`src/rtl/key_debounce_pkg.sv`:
```
// Shared state encoding and default 50 MHz timing constants for the pushbutton
// conditioning block.
package key_debounce_pkg;

    typedef enum logic [2:0] {
        ST_IDLE         = 3'd0,
        ST_PRESS_WAIT   = 3'd1,
        ST_PRESSED      = 3'd2,
        ST_REPEAT       = 3'd3,
        ST_RELEASE_WAIT = 3'd4
    } kd_state_t;

    localparam int DEF_STABLE_CYCLES = 1000000;   // 20 ms
    localparam int DEF_HOLD_CYCLES   = 25000000;  // 500 ms
    localparam int DEF_REPEAT_CYCLES = 5000000;   // 100 ms
    localparam int DEF_CNT_W         = 25;

    // True when the state drives the debounced level high
    function automatic logic state_is_held(input kd_state_t st);
        logic held_s;
        case (st)
            ST_PRESSED, ST_REPEAT, ST_RELEASE_WAIT: held_s = 1'b1;
            default:                                held_s = 1'b0;
        endcase
        return held_s;
    endfunction

endpackage

```
`src/rtl/key_debounce_if.sv`:
```
// Bundle of the raw key input and the conditioned outputs.
interface key_debounce_if;
    logic key_n;
    logic key_level;
    logic press_pulse;
    logic release_pulse;
    logic step_pulse;

    modport master (
        output key_n,
        input  key_level,
        input  press_pulse,
        input  release_pulse,
        input  step_pulse
    );

    modport slave (
        input  key_n,
        output key_level,
        output press_pulse,
        output release_pulse,
        output step_pulse
    );
endinterface

```
`src/rtl/key_debounce_sync_2ff.sv`:
```
// Two-flop synchronizer with a selectable reset value; also reusable for
// the slide switches.
module sync_2ff #(
    parameter logic RESET_VAL = 1'b0
) (
    input  logic clk,
    input  logic rst_n,
    input  logic d,
    output logic q
);
    logic meta_r;
    logic sync_r;

    // Two-stage capture of the asynchronous input
    always_ff @(posedge clk or negedge rst_n) begin
        if (!rst_n) begin
            meta_r <= RESET_VAL;
            sync_r <= RESET_VAL;
        end else begin
            meta_r <= d;
            sync_r <= meta_r;
        end
    end

    assign q = sync_r;
endmodule

```
`src/rtl/key_debounce.sv`:
```
// Debounces one active-low pushbutton into a clean level, press/release
// strobes and an auto-repeating step strobe for the counter enable.
module key_debounce
    import key_debounce_pkg::*;
#(
    parameter int STABLE_CYCLES = DEF_STABLE_CYCLES,
    parameter int HOLD_CYCLES   = DEF_HOLD_CYCLES,
    parameter int REPEAT_CYCLES = DEF_REPEAT_CYCLES,
    parameter int REPEAT_EN     = 1,
    parameter int CNT_W         = DEF_CNT_W
) (
    input  logic clk,
    input  logic rst_n,
    key_debounce_if.slave bus
);
    localparam logic [CNT_W-1:0] STABLE_TC = CNT_W'(STABLE_CYCLES - 1);
    localparam logic [CNT_W-1:0] HOLD_TC   = CNT_W'(HOLD_CYCLES - 1);
    localparam logic [CNT_W-1:0] REPEAT_TC = CNT_W'(REPEAT_CYCLES - 1);
    localparam logic [CNT_W-1:0] TIMER_ONE = CNT_W'(1);
    localparam logic             RPT_ON    = (REPEAT_EN != 0);

    logic             sync_q_s;
    logic             key_s;
    kd_state_t        state_r;
    kd_state_t        state_nxt_s;
    logic [CNT_W-1:0] timer_r;
    logic [CNT_W-1:0] timer_nxt_s;
    logic             level_r;
    logic             press_r;
    logic             release_r;
    logic             step_r;
    logic             press_nxt_s;
    logic             release_nxt_s;
    logic             step_nxt_s;

    // Presets to released so a key held through reset is seen as a new press
    sync_2ff #(.RESET_VAL(1'b1)) u_sync (
        .clk   (clk),
        .rst_n (rst_n),
        .d     (bus.key_n),
        .q     (sync_q_s)
    );

    assign key_s = ~sync_q_s;

    // State, timer and registered outputs
    always_ff @(posedge clk or negedge rst_n) begin
        if (!rst_n) begin
            state_r   <= ST_IDLE;
            timer_r   <= '0;
            level_r   <= 1'b0;
            press_r   <= 1'b0;
            release_r <= 1'b0;
            step_r    <= 1'b0;
        end else begin
            state_r   <= state_nxt_s;
            timer_r   <= timer_nxt_s;
            level_r   <= state_is_held(state_nxt_s);
            press_r   <= press_nxt_s;
            release_r <= release_nxt_s;
            step_r    <= step_nxt_s;
        end
    end

    // Next-state, timer and strobe decode; every state change clears the timer
    always_comb begin
        state_nxt_s   = state_r;
        timer_nxt_s   = timer_r + TIMER_ONE;
        press_nxt_s   = 1'b0;
        release_nxt_s = 1'b0;
        step_nxt_s    = 1'b0;
        case (state_r)
            ST_IDLE: begin
                timer_nxt_s = '0;
                if (key_s) begin
                    state_nxt_s = ST_PRESS_WAIT;
                end else begin
                    state_nxt_s = ST_IDLE;
                end
            end
            ST_PRESS_WAIT: begin
                if (!key_s) begin
                    state_nxt_s = ST_IDLE;
                    timer_nxt_s = '0;
                end else if (timer_r == STABLE_TC) begin
                    state_nxt_s = ST_PRESSED;
                    timer_nxt_s = '0;
                    press_nxt_s = 1'b1;
                    step_nxt_s  = 1'b1;
                end else begin
                    state_nxt_s = ST_PRESS_WAIT;
                end
            end
            ST_PRESSED: begin
                if (!key_s) begin
                    state_nxt_s = ST_RELEASE_WAIT;
                    timer_nxt_s = '0;
                end else if (RPT_ON && (timer_r == HOLD_TC)) begin
                    state_nxt_s = ST_REPEAT;
                    timer_nxt_s = '0;
                    step_nxt_s  = 1'b1;
                end else if (timer_r == HOLD_TC) begin
                    // Repeat disabled: park at terminal count instead of wrapping
                    timer_nxt_s = timer_r;
                end else begin
                    state_nxt_s = ST_PRESSED;
                end
            end
            ST_REPEAT: begin
                if (!key_s) begin
                    state_nxt_s = ST_RELEASE_WAIT;
                    timer_nxt_s = '0;
                end else if (timer_r == REPEAT_TC) begin
                    timer_nxt_s = '0;
                    step_nxt_s  = 1'b1;
                end else begin
                    state_nxt_s = ST_REPEAT;
                end
            end
            ST_RELEASE_WAIT: begin
                if (key_s) begin
                    state_nxt_s = ST_PRESSED;
                    timer_nxt_s = '0;
                end else if (timer_r == STABLE_TC) begin
                    state_nxt_s   = ST_IDLE;
                    timer_nxt_s   = '0;
                    release_nxt_s = 1'b1;
                end else begin
                    state_nxt_s = ST_RELEASE_WAIT;
                end
            end
            default: begin
                state_nxt_s = ST_IDLE;
                timer_nxt_s = '0;
            end
        endcase
    end

    assign bus.key_level     = level_r;
    assign bus.press_pulse   = press_r;
    assign bus.release_pulse = release_r;
    assign bus.step_pulse    = step_r;
endmodule

```
`src/flat_wrapper.sv`:
```
// flat-port wrapper written by rule: the top's interface ports become plain ports
module key_debounce_flat import key_debounce_pkg::*;
#(
    parameter int STABLE_CYCLES = DEF_STABLE_CYCLES,
    parameter int HOLD_CYCLES   = DEF_HOLD_CYCLES,
    parameter int REPEAT_CYCLES = DEF_REPEAT_CYCLES,
    parameter int REPEAT_EN     = 1,
    parameter int CNT_W         = DEF_CNT_W
)
  (clk, rst_n, bus_key_n, bus_key_level, bus_press_pulse, bus_release_pulse, bus_step_pulse);
  key_debounce_if bus_i ();
  input  logic clk;
  input  logic rst_n;
  input wire logic [$bits(bus_i.key_n)-1:0] bus_key_n;
  output wire logic [$bits(bus_i.key_level)-1:0] bus_key_level;
  output wire logic [$bits(bus_i.press_pulse)-1:0] bus_press_pulse;
  output wire logic [$bits(bus_i.release_pulse)-1:0] bus_release_pulse;
  output wire logic [$bits(bus_i.step_pulse)-1:0] bus_step_pulse;
  assign bus_i.key_n = bus_key_n;
  assign bus_key_level = bus_i.key_level;
  assign bus_press_pulse = bus_i.press_pulse;
  assign bus_release_pulse = bus_i.release_pulse;
  assign bus_step_pulse = bus_i.step_pulse;
  key_debounce #(.STABLE_CYCLES(STABLE_CYCLES), .HOLD_CYCLES(HOLD_CYCLES), .REPEAT_CYCLES(REPEAT_CYCLES), .REPEAT_EN(REPEAT_EN), .CNT_W(CNT_W)) u_core (.clk(clk), .rst_n(rst_n), .bus(bus_i));
endmodule
```
`config.mk`:
```
export PLATFORM = sky130hd
export DESIGN_NAME = key_debounce_flat
export DESIGN_NICKNAME = d
export VERILOG_FILES = /design/src/rtl/key_debounce_pkg.sv /design/src/rtl/key_debounce_if.sv /design/src/rtl/key_debounce_sync_2ff.sv /design/src/rtl/key_debounce.sv /design/src/flat_wrapper.sv
export SDC_FILE = /design/constraint.sdc
export NUM_CORES = 1
export LEC_CHECK = 0
export ABC_AREA = 1
export CORE_ASPECT_RATIO = 1.25
export CORE_MARGIN = 10
export CORE_UTILIZATION = 40
export CTS_BUF_LIST = sky130_fd_sc_hd__clkbuf_16
export DETAILED_ROUTE_END_ITERATION = 16
export HOLD_SLACK_MARGIN = 0.12
export PLACE_DENSITY = 0.69
export SYNTH_ARGS = -nofsm -noshare
export SYNTH_HDL_FRONTEND = slang
export SYNTH_SLANG_ARGS = --single-unit
```
`constraint.sdc`:
```
create_clock -name clk -period 1.56 [get_ports clk]
set_clock_uncertainty 0.1 [all_clocks]
set_input_delay 0.234 -clock clk [delete_from_list [all_inputs] [get_ports clk]]
set_output_delay 0.234 -clock clk [all_outputs]
set_load 0.01 [all_outputs]
```
* Word-level counts from Yosys, hierarchy flattened *
Cells that the tools add are included.

storage, ports and cells
  register bits after elaboration = 34
  bits in latches = 0
  RAM bits = 0
  ROM bits = 0
  bits of input ports = 3
  output and inout port bits = 4
  memories = 0

cells by class
  $add $sub $neg = 1
  $mul = 0
  div/mod/pow operators = 0
  $lt $le $gt $ge = 0
  eq/ne operators = 10
  shift operators = 0
  muxes and demuxes = 29
  bitwise logic cells = 0
  reductions and logical operators = 2

operators by type and width
  cell                                                                      count
  25-bit two-way mux                                                        7
  25-bit case mux with 4 select lines                                       1
  25-bit by 1-bit adder with 25-bit output (second input constant)          1
  25-bit by 20-bit equality test with 1-bit output (second input constant)  1
  25-bit by 23-bit equality test with 1-bit output (second input constant)  1
  25-bit equality test (second input constant)                              1
  3-bit two-way mux                                                         6
  3-bit case mux with 5 select lines                                        1
  3-bit by 2-bit equality test with 1-bit output (second input constant)    4
  1-bit two-way mux                                                         12
  3-bit equality test (second input constant)                               2
  3-bit by 1-bit equality test with 1-bit output (second input constant)    1
  3-bit zero test                                                           1
  1-bit case mux with 3 select lines                                        1
  3-bit OR reduction                                                        1
  2-bit two-way mux                                                         1

* Longest topological paths before layout *
Gate-level depths: netlist of run 1.

  depth after elaboration = 7
  mapped depth = 11
  mapped depth without buffers = 10

* Cells and area by module *
From an unflattened synthesis of run 1, not the netlist that was laid out.

unflattened totals
  cells, all modules = 263
  area total of the unflattened synthesis = 2065.7 sq um

modules (own cells, without submodules)
  module        instances  cells each  area an instance (sq um)  sequential area each (sq um)
  key_debounce  1          261         2013.2                    800.8
  sync_2ff      1          2           52.6                      52.6

* Least setup slack after synthesis of run 1 *
No wires, ideal clock.

  kind = reg-to-reg
  start = register u_core.timer_r[0]
  end = register u_core.timer_r[20]
  setup time = 118 ps
  arrival time = 1514 ps
  data required time = 1342 ps
  slack = -173 ps
  stages on the path, launching flop included = 12
  path buffers = 1
  period minus slack after synthesis = 1733 ps
  cells stage by stage = dfrtp_1 -> ha_1 -> nand3_1 -> inv_1 -> nand2_1 -> nor2_1 -> nand2_2 -> nand2_2 -> nand2_2 -> nor2_4 -> buf_6 -> nor2_1

on the way
  longest elaborated chain between the ends = 4
  elaborated cells between the ends (all ways) = 12
  those cells by class = 1 x add/sub; 3 x eq/ne; 8 x mux

RTL lines
  item                                                                    RTL line            RTL
  from (decl)                                                             key_debounce.sv:26  logic [CNT_W-1:0] timer_r;
  from (signal assigned)                                                  key_debounce.sv:57  timer_r <= timer_nxt_s;
  25-bit by 1-bit adder with 25-bit output, or another cell as far along  key_debounce.sv:68  timer_nxt_s = timer_r + TIMER_ONE;
  25-bit two-way mux, on equally long branches (2 in series)              n/a
  25-bit case mux with 4 select lines *                                   key_debounce.sv:72  case (state_r)
  via u_core.timer_nxt_s[20]                                              key_debounce.sv:27  logic [CNT_W-1:0] timer_nxt_s;

Mark *: on every way through the listed nets, which the timed path passes. The rest lies on a longest branch.

* Worst setup path after layout of run 1 *
  start = register u_core.timer_r[1]
  end = register u_core.timer_r[23]

The elaborated chain is that of the path after synthesis.

==> results of run 1 <==
-- state kept, by name, summed over array words and instances (netlist names) --
register                  count
u_core.timer_r               25
u_core.bus.key_level          1
u_core.bus.release_pulse      1
u_core.u_sync.meta_r          1
u_core.u_sync.q               1
u_core.state_r                3
u_core.bus.step_pulse         1
u_core.bus.press_pulse        1
-- final cells by class --
cell class	count	area share, %
clock buffer	5	4.60
clock inverter	3	0.460
inverter	34	4.69
multi-input combinational	195	36.6
sequential	34	31.4
tap	60	2.76
timing repair buffer	65	19.5
-- Yosys cell counts --
master	number	area, µm²
nor3_1	13	65.1
nand2_1	58	218
nand3_1	18	90.1
a21oi_1	4	20.0
nor2_1	67	251
ha_1	1	12.5
inv_1	34	128
nand2_2	4	25.0
buf_2	1	5.00
nor2_2	2	12.5
nor3_2	2	20.0
o21bai_1	1	7.51
xnor2_1	1	8.76
nor2_4	1	11.3
nand4_1	8	50.1
buf_6	2	22.5
nor4_1	1	6.26
dfrtp_1	32	801
o21ai_0	4	20.0
xor2_1	8	70.1
dfstp_2	2	52.6
or2_2	2	12.5
-- worst min path at each step --
stage	slack (ps)	cells past startpoint	end
5_1_grt	240	2	u_core.timer_r[6]
6_report	220	2	u_core.timer_r[6]
3_3_place_gp	250	0	u_core.u_sync.q
3_5_place_dp	250	0	u_core.u_sync.q
4_1_cts	240	2	u_core.timer_r[6]
2_1_floorplan	-160	0	u_core.bus.key_level
-- where the power goes --
part           leakage [nW]  switching, mW  internal, mW
combinational         0.768         0.0475        0.0269
sequential            0.463        0.00423         0.892
clock                0.0724          0.348         0.576
total                  1.30          0.400          1.49
-- stage by stage --
| stage | area (µm²) | hold WS (ps) | worst slack [ps] | total power, mW | instances |
|---|---|---|---|---|---|
| finish | 2720 | 221 | -163 | 1.89 | 396 |
| global route | 2720 | 241 | -271 | 1.96 | 396 |
| CTS | 2660 | 237 | -144 | 1.92 | 396 |
| detailed placement | 2500 | 248 | -166 | 0.981 | 388 |
| global placement | 2500 | 246 | -116 | 0.980 | 388 |
| floorplan | 1920 | -162 | -111 | 0.938 | 266 |
-- cells by family after synthesis --
group	share of synthesized area [%]
AO/OA/AOI/OAI	2.49
buffers and inverters	8.13
XOR/XNOR	4.13
adder cells (fa/ha/maj)	0.655
flip-flops	44.7
AND/OR/NAND/NOR	39.9
-- routing by layer --
metal | vias up | part of all wire, % | global-route usage, %
met3 | 12 | 3.2 | 3.06
li1 | 972 | - | -
met5 | - | 0 | 0
met2 | 36 | 54 | 22.0
met1 | 932 | 40 | 12.9
met4 | 0 | 2.8 | 7.35
-- what timing repair did --
| action | CTS | global route |
|---|---|---|
| gates cloned | 0 | 0 |
| resized for setup | 10 | 17 |
| pin swaps | 1 | 5 |
| setup endpoints to repair | 30 | 30 |
-- worst register-to-register path, delay by kind of cell (launching register included) --
| family | cells | cell delay, ps |
|---|---|---|
| adders and majority gates | 1 | 210 |
| buffers and inverters | 2 | 250 |
| DFF | 1 | 350 |
| and+or+nand+nor | 8 | 690 |
==> impl_results.md, run 1 <==
- Status: complete, but fails checks
- Failing checks: negative setup slack
- Multi-input gate area in the final layout: 995 µm²
- Rows: 28
- Die ar.: 7950 µm²
- LEAKAGE: 1.30 nW
- CP max FO: 17
- Post-Syn Area per Cell: 7.18 µm²
- First-pass GRT wire length: 7940 µm
- Max IR drop VDD: 535 µV
- GP Congestion: 0.872
- CTS Buf Count: 5
- Setup TNS: -3800 ps
- DRC: 0
- Util after Layout: 58.0%
- Max_cap viols: 0
- Number of DRC markers in iteration 0: 73
- Most frequent cells in the layout: 56 x buf_4, 55 x nand2_1, 55 x nor2_1, 33 x inv_1, 31 x dfrtp_1
- Post-Syn Area: 1910 µm²
- CP cell instances: ha_2 -> nand3_4 -> inv_2 -> nand2_4 -> nor2_4 -> nand2_2 -> nand2_2 -> nand2_2 -> nor2_4 -> buf_12 -> nor3_1
- CP bufs+invs: 2
- Pwr dens: 696 nW/µm²
- Yosys cell types: 22
- Max Freq: 580 MHz
- Final worst slack: -163 ps
- CP max stage cell: dfrtp_1
- Clock latency on the worst-skew pair: 280 ps
- Post-synthesis sequential area ratio: 44.7%
- Final Hold Fails: 0
- Synth Register Bits: 34
- 1st-pass router iterations: 4
- CP arrival: 1790 ps
- Cell count of the worst reg-to-reg path: 11
- Grt total ovfl: 0
- Vias in the first global route: 1849
- Final-report max-slew violation count: 0
- Fillers: 437
- Core area: 4690 µm²
- ANT nets after route: 0
- Setup violators final: 28
- DR vias: 1952
- Post-CTS Setup Bufs: 0
- Largest net degree at the start of global routing: 35
- Top delay family on crit path: simple AND/OR/NAND/NOR gates
- Initial antenna violation count: 0
- Reg2Reg Setup Slack: -160 ps
- Crit Path Category: flop to flop
- Required @ worst endpoint: 1620 ps
- CTS Sinks: 34
- Total GRT Usage: 12.6%
- DP HPWL: 3730 µm
- Worst-path clk slew: 50 ps
- Tmin final: 1720 ps
- Startpoint types: flop
- Routed wire length: 5110 µm
- CP most frequent cell: nand2_2
- Tightest Pin Transition: 302 ps
- Wire per inst: 12.9 µm
- CP endpoint: u_core.timer_r[23]
- Final period utilization: 110%
- NumNets Final: 339
- Worst hold-check path type: input pin to async pin
- Vias per std cell: 4.93
- Die X-Extent: 81.8 µm
- TritonCTS clock tree: built
- Syn nets: 270
- Crit Reg-Reg Startpoint: u_core.timer_r[1]
- Worst path max stage delay: 350 ps
- Area growth syn-to-layout: 42.5%
- Unrepaired setup endpoints after global routing: true
- # diodes: 0
- Io pins: 7
- Clk buf depth: 2
- Sequential Area: 855 µm²
- Most common cell after layout, fill and taps aside: buf_4
- Critical path origin: u_core.timer_r[1]
- Chip height: 97.2 µm
- Post-CTS Hold Buffers: 0
- Relative slew slack: 79.7%
- PortBufs: 6
- Crit end category: flop
- Root Buffer: clkbuf_16
- Initial Util: 40.7%
- Number of cells on the critical path: 11
- Synth Instances: 266
- Yosys warns: 0
- Htree depth: 2
- Layout cell share with drive strength beyond 1: 30.7%
- R2r endpoint: u_core.timer_r[23]
Note: power is estimated with default switching activity, not from simulation.
==> run 2: changes to the inputs <==
- PLACE_DENSITY: 0.69 -> unset
- PLACE_DENSITY_LB_ADDON: unset -> 0.15
==> impl_results.md, run 2 (same netlist as run 1, synthesis figures left out) <==
- Core area: 4690 µm²
- First-pass GRT wire length: 8630 µm
- Max FFs per register: 25
- Pwr dens: 658 nW/µm²
- Initial Util: 40.7%
- Fillers: 426
- Root Buffer: clkbuf_16
- Cell count of the worst reg-to-reg path: 12
- DRC: 0
- Htree depth: 2
- Total GRT Usage: 13.4%
- Max IR drop VDD: 421 µV
- Number of DRC markers in iteration 0: 70
- Top reg by flops: u_core.timer_r
- Final period utilization: 113%
- DP HPWL: 3790 µm
- Initial antenna violation count: 0
- Chip height: 97.2 µm
- Unrepaired setup endpoints after global routing: true
- Status: complete, but fails checks
- CTS Sinks: 34
- Die X-Extent: 81.8 µm
- Grt total ovfl: 0
- 1st-pass router iterations: 4
- DR vias: 1990
- PortBufs: 6
- Final Hold Fails: 0
- CP arrival: 1830 ps
- Relative slew slack: 80.9%
- CP most frequent cell: nand2_2
- Post-CTS Hold Buffers: 0
- Largest net degree at the start of global routing: 35
- Vias in the first global route: 1937
- TritonCTS clock tree: built
- Clk buf depth: 2
- GP Congestion: 0.887
- Tightest Pin Transition: 284 ps
- Rows: 28
- Required @ worst endpoint: 1620 ps
- Routed wire length: 5390 µm
- Largest regs: u_core.timer_r: 25 flops, u_core.state_r: 3 flops
- Most frequent cells in the layout: 68 x buf_4, 54 x nand2_1, 50 x nor2_1, 33 x inv_1, 31 x dfrtp_1
- # diodes: 0
- Worst path max stage delay: 390 ps
- Setup violators final: 27
- Area growth syn-to-layout: 52.5%
- Vias per std cell: 4.84
- CP cell instances: ha_4 -> nand3_4 -> inv_4 -> nand2_4 -> nor2_4 -> nand2_2 -> nand2_2 -> nand2_2 -> nor2_4 -> buf_4 -> clkbuf_16 -> nor2_1
- Clock latency on the worst-skew pair: 270 ps
- Io pins: 7
- Worst-path clk slew: 50 ps
- NumNets Final: 354
- Worst hold-check path type: input pin to async pin
- Die ar.: 7950 µm²
- Tmin final: 1770 ps
- Failing checks: negative setup slack
- Max Freq: 565 MHz
- ANT nets after route: 0
- Crit end category: flop
- Final worst slack: -210 ps
- Most common cell after layout, fill and taps aside: buf_4
- Layout cell share with drive strength beyond 1: 34.8%
- Setup TNS: -4800 ps
- Area after DPL: 2540 µm²
- Max_cap viols: 0
- Crit Path Category: flop to flop
- Design area: 2910 µm²
- Startpoint types: flop
- LEAKAGE: 1.41 nW
- CTS Buf Count: 5
- Final-report max-slew violation count: 0
- CP max FO: 5
- CP max stage cell: dfrtp_1
- Wire per inst: 13.1 µm
run 2: repair_timing:
| item | CTS | global route |
|---|---|---|
| pin swaps | 1 | 6 |
| gates cloned | 0 | 2 |
| hold endpoints to repair | 0 | 0 |
| setup endpoints to repair | 30 | 31 |
| resized for setup | 8 | 29 |
| buffers inserted | 1 | 8 |
run 2: metrics by stage:
| stage | total power [mW] | util [%] | std cells | setup slack [ps] | hold WS [ps] |
|---|---|---|---|---|---|
| CTS | 1.91 | 57.6 | 401 | -164 | 240 |
| detailed placement | 0.986 | 54.1 | 392 | -191 | 247 |
| finish | 1.92 | 62.0 | 411 | -210 | 233 |
| global route | 1.99 | 62.0 | 411 | -306 | 257 |
| global placement | 0.985 | 54.1 | 392 | -151 | 246 |
| floorplan | 0.938 | - | 266 | -111 | -162 |
run 2: power breakdown:
part           switching, mW  internal [mW]  total (mW)
clock                  0.343          0.573       0.917
sequential           0.00551          0.891       0.897
combinational         0.0534         0.0496       0.103
run 2: area by class of cell:
type / instances / area (µm²) / area share (%)
flip-flops and latches: 34 / 855 / 29.4
clock buffers: 5 / 125 / 4.30
well taps: 60 / 75.1 / 2.58
repair buffers: 80 / 692 / 23.8
inverters: 34 / 130 / 4.47
multi-input cells: 195 / 1020 / 35.2
clock inverters: 3 / 11.3 / 0.387
run 2: per-layer routing:
metal	wire length, µm	part of all wire [%]	vias to the layer above	global-route usage [%]
li1	-	-	1000	-
met2	2870	53	33	23.4
met3	179	3.3	8	2.69
met4	97	1.8	0	5.51
met1	2240	42	949	15.1
met5	0	0	-	0
run 2: worst max-delay path: cells and delay by family, from the launching register on:
kind | cells | cell delay, ps
adder cells (fa/ha/maj) | 1 | 170
buffers and inverters | 3 | 360
flip-flops | 1 | 390
AND/OR/NAND/NOR | 8 | 630
run 2: path summary, 6_finish.rpt:
check	slack [ps]	start	endpoint
worst max-delay path	-210	u_core.timer_r[0]	u_core.timer_r[16]
worst min-delay path	230	rst_n	u_core.timer_r[3]
worst max register to register	-210	u_core.timer_r[0]	u_core.timer_r[16]
worst min register to register	250	u_core.u_sync.meta_r	u_core.u_sync.q
max in group asynchronous	870	rst_n	u_core.u_sync.meta_r
min in group clk	250	u_core.u_sync.meta_r	u_core.u_sync.q
